**src/rtl/mux2to1_rr_arbiter.sv**
```systemverilog
// rtl/mux2to1_rr_arbiter.sv - two-port valid/ready round-robin arbiter with bounded bursts and a registered output
//
// Purpose: shares one output stream between two valid/ready producers. The current
// owner keeps the path for up to BURST back-to-back beats while the other port is
// waiting. A single output register gives 1-cycle latency at full throughput.
//
// Ports:
//   clk        rising-edge clock
//   rst_n      asynchronous active-low reset
//   in0_valid  port 0 has a beat
//   in0_data   port 0 payload
//   in0_ready  port 0 beat accepted this cycle (combinational)
//   in1_valid  port 1 has a beat
//   in1_data   port 1 payload
//   in1_ready  port 1 beat accepted this cycle (combinational)
//   out_valid  output register holds a beat
//   out_data   output payload
//   out_ready  downstream accepts out_data this cycle
//   out_sel    source port of the beat in out_data
//   s          current owner of the path
module mux2to1_rr_arbiter #(
  parameter int WIDTH = 8,
  parameter int BURST = 4
) (
  input  logic             clk,
  input  logic             rst_n,
  input  logic             in0_valid,
  input  logic [WIDTH-1:0] in0_data,
  output logic             in0_ready,
  input  logic             in1_valid,
  input  logic [WIDTH-1:0] in1_data,
  output logic             in1_ready,
  output logic             out_valid,
  output logic [WIDTH-1:0] out_data,
  input  logic             out_ready,
  output logic             out_sel,
  output logic             s
);

  localparam int             CW      = $clog2(BURST + 1);
  localparam logic [CW-1:0]  C_BURST = CW'(BURST);
  localparam logic [CW-1:0]  C_ONE   = CW'(1);

  logic             r_s;
  logic [CW-1:0]    r_cnt;
  logic             r_out_valid;
  logic [WIDTH-1:0] r_out_data;
  logic             r_out_sel;

  logic             w_load;
  logic             w_own_valid;
  logic             w_oth_valid;
  logic             w_pick;
  logic             w_pick_valid;
  logic [WIDTH-1:0] w_pick_data;
  logic             w_xfer;
  logic             w_s_next;
  logic [CW-1:0]    w_cnt_next;

  // Output register is free when empty or being drained this cycle.
  assign w_load      = !r_out_valid || out_ready;
  assign w_own_valid = r_s ? in1_valid : in0_valid;
  assign w_oth_valid = r_s ? in0_valid : in1_valid;

  // Owner keeps the path until its burst budget is spent and the other port waits.
  always_comb begin
    w_pick = r_s;
    if (w_own_valid && (!w_oth_valid || (r_cnt < C_BURST))) begin
      w_pick = r_s;
    end else if (w_oth_valid) begin
      w_pick = ~r_s;
    end
  end

  assign w_pick_valid = w_pick ? in1_valid : in0_valid;
  assign w_pick_data  = w_pick ? in1_data  : in0_data;
  assign w_xfer       = w_load && w_pick_valid;

  // Readies are forced low while reset is held, since the empty register would
  // otherwise advertise a free slot.
  assign in0_ready = rst_n && w_load && !w_pick;
  assign in1_ready = rst_n && w_load &&  w_pick;

  always_comb begin
    w_s_next   = r_s;
    w_cnt_next = r_cnt;
    if (w_xfer) begin
      if (w_pick == r_s) begin
        if (r_cnt != C_BURST) begin
          w_cnt_next = r_cnt + C_ONE;
        end
      end else begin
        w_s_next   = w_pick;
        w_cnt_next = C_ONE;
      end
    end
  end

  always_ff @(posedge clk or negedge rst_n) begin
    if (!rst_n) begin
      r_s         <= 1'b0;
      r_cnt       <= '0;
      r_out_valid <= 1'b0;
      r_out_data  <= '0;
      r_out_sel   <= 1'b0;
    end else begin
      r_s   <= w_s_next;
      r_cnt <= w_cnt_next;
      if (w_xfer) begin
        r_out_valid <= 1'b1;
        r_out_data  <= w_pick_data;
        r_out_sel   <= w_pick;
      end else if (w_load) begin
        r_out_valid <= 1'b0;
      end
    end
  end

  assign out_valid = r_out_valid;
  assign out_data  = r_out_data;
  assign out_sel   = r_out_sel;
  assign s         = r_s;

endmodule

```
**config.mk**
```make
export PLATFORM = sky130hd
export DESIGN_NAME = mux2to1_rr_arbiter
export DESIGN_NICKNAME = d
export VERILOG_FILES = /design/src/rtl/mux2to1_rr_arbiter.sv
export SDC_FILE = /design/constraint.sdc
export NUM_CORES = 1
export LEC_CHECK = 0
export ABC_AREA = 1
export BUFFER_PORTS_ARGS = -buffer_cell sky130_fd_sc_hd__buf_4
export CAP_MARGIN = 20
export CORE_MARGIN = 1.5
export CORE_UTILIZATION = 50
export DETAILED_ROUTE_END_ITERATION = 10
export PLACE_DENSITY = 0.86
export REMOVE_ABC_BUFFERS = 1
export SYNTH_ARGS = -nofsm -noshare
export SYNTH_HDL_FRONTEND = slang
export SYNTH_SLANG_ARGS = --single-unit
```
**constraint.sdc**
```tcl
create_clock -name clk -period 2.9 [get_ports clk]
set_clock_uncertainty 0.2 [all_clocks]
set_input_delay 0.145 -clock clk [delete_from_list [all_inputs] [get_ports clk]]
set_output_delay 0.145 -clock clk [all_outputs]
set_load 0.01 [all_outputs]
```
==> metrics.log <==
[metrics] run status: complete, but fails checks
[metrics] failing checks: negative hold slack
[metrics] Layout Area Growth over Synthesis: 44.36%
[metrics] Port-buffer cells: 33
[metrics] Power Density: 715.2 nW/µm²
[metrics] synth unique cells: 17
[metrics] total routed wirelength: 2229 µm
[metrics] kind of start point of the critical path: input port
[metrics] kind of end point of the critical path: flop
[metrics] summed negative setup slack over all endpoints: 0 ns
[metrics] Hold/Removal Path Class: input port to flop
[metrics] total leakage power: 0.7083 nW
[metrics] worst vdd rail ir drop: 0.0006647 V
[metrics] total of max-cap violations: 0
[metrics] cell row count: 14
[metrics] final setup violating endpoints: 0
[metrics] worst r2r path cells: 7
[metrics] routed length per placed instance: 12.59 µm
[metrics] DP HPWL: 1544 µm
[metrics] Worst-path clk slew: 0.09 ns
[metrics] Vias: 932
[metrics] crit path kind: input port to flop
[metrics] router iterations before antenna repair: 5
[metrics] count of nets left with antenna violations after detail routing: 0
[metrics] Starting Density: 54.60%
[metrics] first-pass GRT wire length: 3581 µm
[metrics] non-filler cells, final: 177
[metrics] commonest non-fill, non-tap cells in the layout: sky130_fd_sc_hd__nand2_1, sky130_fd_sc_hd__buf_4, sky130_fd_sc_hd__nand3_1
[metrics] max-slew violations: 0
[metrics] fraction of layout instances using a drive strength above 1: 24.84%
[metrics] final setup slack of the worst path: 0.8331 ns
[metrics] fraction of the cycle the final worst path needs: 71.27%
[metrics] Worst Tran Pin Value: 0.3982 ns
[metrics] share of synthesized area occupied by flip-flops and latches: 42.11%
[metrics] netlist area before placement: 832.0 µm²
[metrics] placer's final routability congestion estimate: 0.8469
[metrics] max-slew headroom at the worst pin: 73.38%
[metrics] maximum number of pins on one net before global-route repair: 16
[metrics] worst slack at placement: 1.358 ns
[metrics] DRC Markers: 0
[metrics] number of synthesis warnings: 0
[metrics] setup repair after global routing missed its margin: false
[metrics] R2R Path Start: r_cnt[2]$_DFFE_PN0P_
[metrics] overflow left after global routing: 0
[metrics] post-synthesis cell count: 118
[metrics] horizontal die dimension: 43.80 µm
[metrics] clock sinks: 14
[metrics] most common cell after layout, fill and taps aside: sky130_fd_sc_hd__nand2_1
[metrics] synthesized flop and latch total: 14
[metrics] final hold slack: -0.003178 ns
[metrics] Layout Nets: 186
[metrics] CTS tree: built
[metrics] CP Capture Point: out_data[5]$_DFFE_PN0P_
[metrics] overall global routing resource usage: 25.15%
[metrics] cell count after placement: 163
[metrics] timing-limited maximum frequency: 483.8 MHz
[metrics] die footprint: 1918 µm²
[metrics] violation count after the first detailed-route iteration: 36
[metrics] number of CTS-inserted buffers: 3
[metrics] via count of the first global-routing pass: 857
[metrics] Avg Synthesized Cell Area: 7.051 µm²
[metrics] Die Y-Extent: 43.80 µm
[metrics] largest driver fanout on the critical path: 12
[metrics] initial antenna violation count: 0
[metrics] time the worst path needs with I/O delays and setup: 2.067 ns
[metrics] CP Launch Point: out_ready
[metrics] startpoint of the tightest hold check path: in1_data[3]
[metrics] Bufs on Longest Clock Path: 2
[metrics] worst skew pair latency: 0.28 ns
[metrics] Crit Reg-Reg Endpoint: out_data[5]$_DFFE_PN0P_
[metrics] count of H-tree levels built during CTS: 1
[metrics] WP data required: 2.89 ns
[metrics] crit path DAT: 2.05 ns
[metrics] quantity of gates resized following cts: 0
[metrics] Vias per Instance: 5.266
[metrics] top-level port count: 34
[metrics] power after layout: 0.8591 mW
[metrics] buffers inserted by post-CTS timing repair: 0
[metrics] CORE AREA: 1524 µm²
[metrics] final count of hold timing violations: 2
[metrics] reg2reg setup slack: 0.89 ns
[metrics] CTS root buffer: sky130_fd_sc_hd__clkbuf_4
[metrics] ANT cells: 0
==> registers in the layout (all words and copies together), names as in the netlist <==
register and count:
out_data 8, out_sel 1, r_cnt 3, s 1, out_valid 1
==> metrics by stage <==
stage,hold slack (ns),utilization (%),instance area (µm²)
floorplan,-0.3506,-,800.8
global placement,-0.1930,70.11,1069
detailed placement,-0.1900,70.11,1069
CTS,0.005077,78.82,1201
global route,0.02518,78.82,1201
finish,-0.003178,78.82,1201
==> kinds of logic (layout without fill, tap and decap cells) <==
group / Yosys count / after routing / share of synthesized area [%]
DFF: 14 / 14 / 42.11
and+or+nand+nor: 73 / 73 / 39.40
buffers and inverters: 26 / 69 / 13.68
AOI/OAI and AO/OA: 3 / 3 / 1.803
adders and majority gates: 2 / 2 / 3.007
==> synth_stat cells, drive strengths merged <==
library cell  number  share of area (%)
ha                 2                3.0
nand2             38                 18
nand3             29                 18
or2                1               0.75
o21ai              2                1.2
a21oi              1               0.60
dfrtp             14                 42
nand4              2                1.5
inv               22                9.9
nor2               3                1.4
buf                4                3.8
==> area by class of cell <==
class	instances	area, µm²
fill	117	322.8
sequential	14	350.3
clock buffer	3	22.52
tap	16	20.02
inverter	22	82.58
multi-input combinational	78	367.9
timing repair buffer	44	357.8
==> worst max-delay path, cell delays in order <==
cell                            delay [ns]
sky130_fd_sc_hd__dlygate4sd3_1        0.54
sky130_fd_sc_hd__buf_4                0.13
sky130_fd_sc_hd__inv_1                0.04
sky130_fd_sc_hd__nand2_1              0.10
sky130_fd_sc_hd__nand2_2              0.24
sky130_fd_sc_hd__inv_2                0.16
sky130_fd_sc_hd__nand3_1              0.11
sky130_fd_sc_hd__dlygate4sd3_1        0.55
sky130_fd_sc_hd__nand2_1              0.05
==> where the power goes <==
part,switching (mW),internal (mW)
Combinational,0.240,0.188
Sequential,0.0498,0.267
Clock,0.0660,0.0483
==> how the worst min path moves through the flow <==
stage | endpoint | depth (start not counted) | slack [ns]
2_1_floorplan | out_data[0]$_DFFE_PN0P_ | 0 | -0.35
3_3_place_gp | out_data[6]$_DFFE_PN0P_ | 1 | -0.19
3_5_place_dp | out_data[4]$_DFFE_PN0P_ | 1 | -0.19
4_1_cts | out_data[3]$_DFFE_PN0P_ | 5 | 0.005
5_1_grt | out_data[7]$_DFFE_PN0P_ | 5 | 0.03
6_report | out_data[3]$_DFFE_PN0P_ | 5 | -0.003
==> per-layer routing <==
| metal | GRT usage [%] | wire length [µm] |
|---|---|---|
| met1 | 30.97 | 858 |
| met4 | 13.94 | 51 |
| met2 | 42.94 | 1127 |
| met5 | 0 | 0 |
| met3 | 2.083 | 193 |
==> repair_timing <==
action,in CTS,in global routing
hold buffers,11,0
setup endpoints to repair,0,0
endpoints found under the hold margin,22,0
Note: power is estimated with default switching activity, not from simulation.
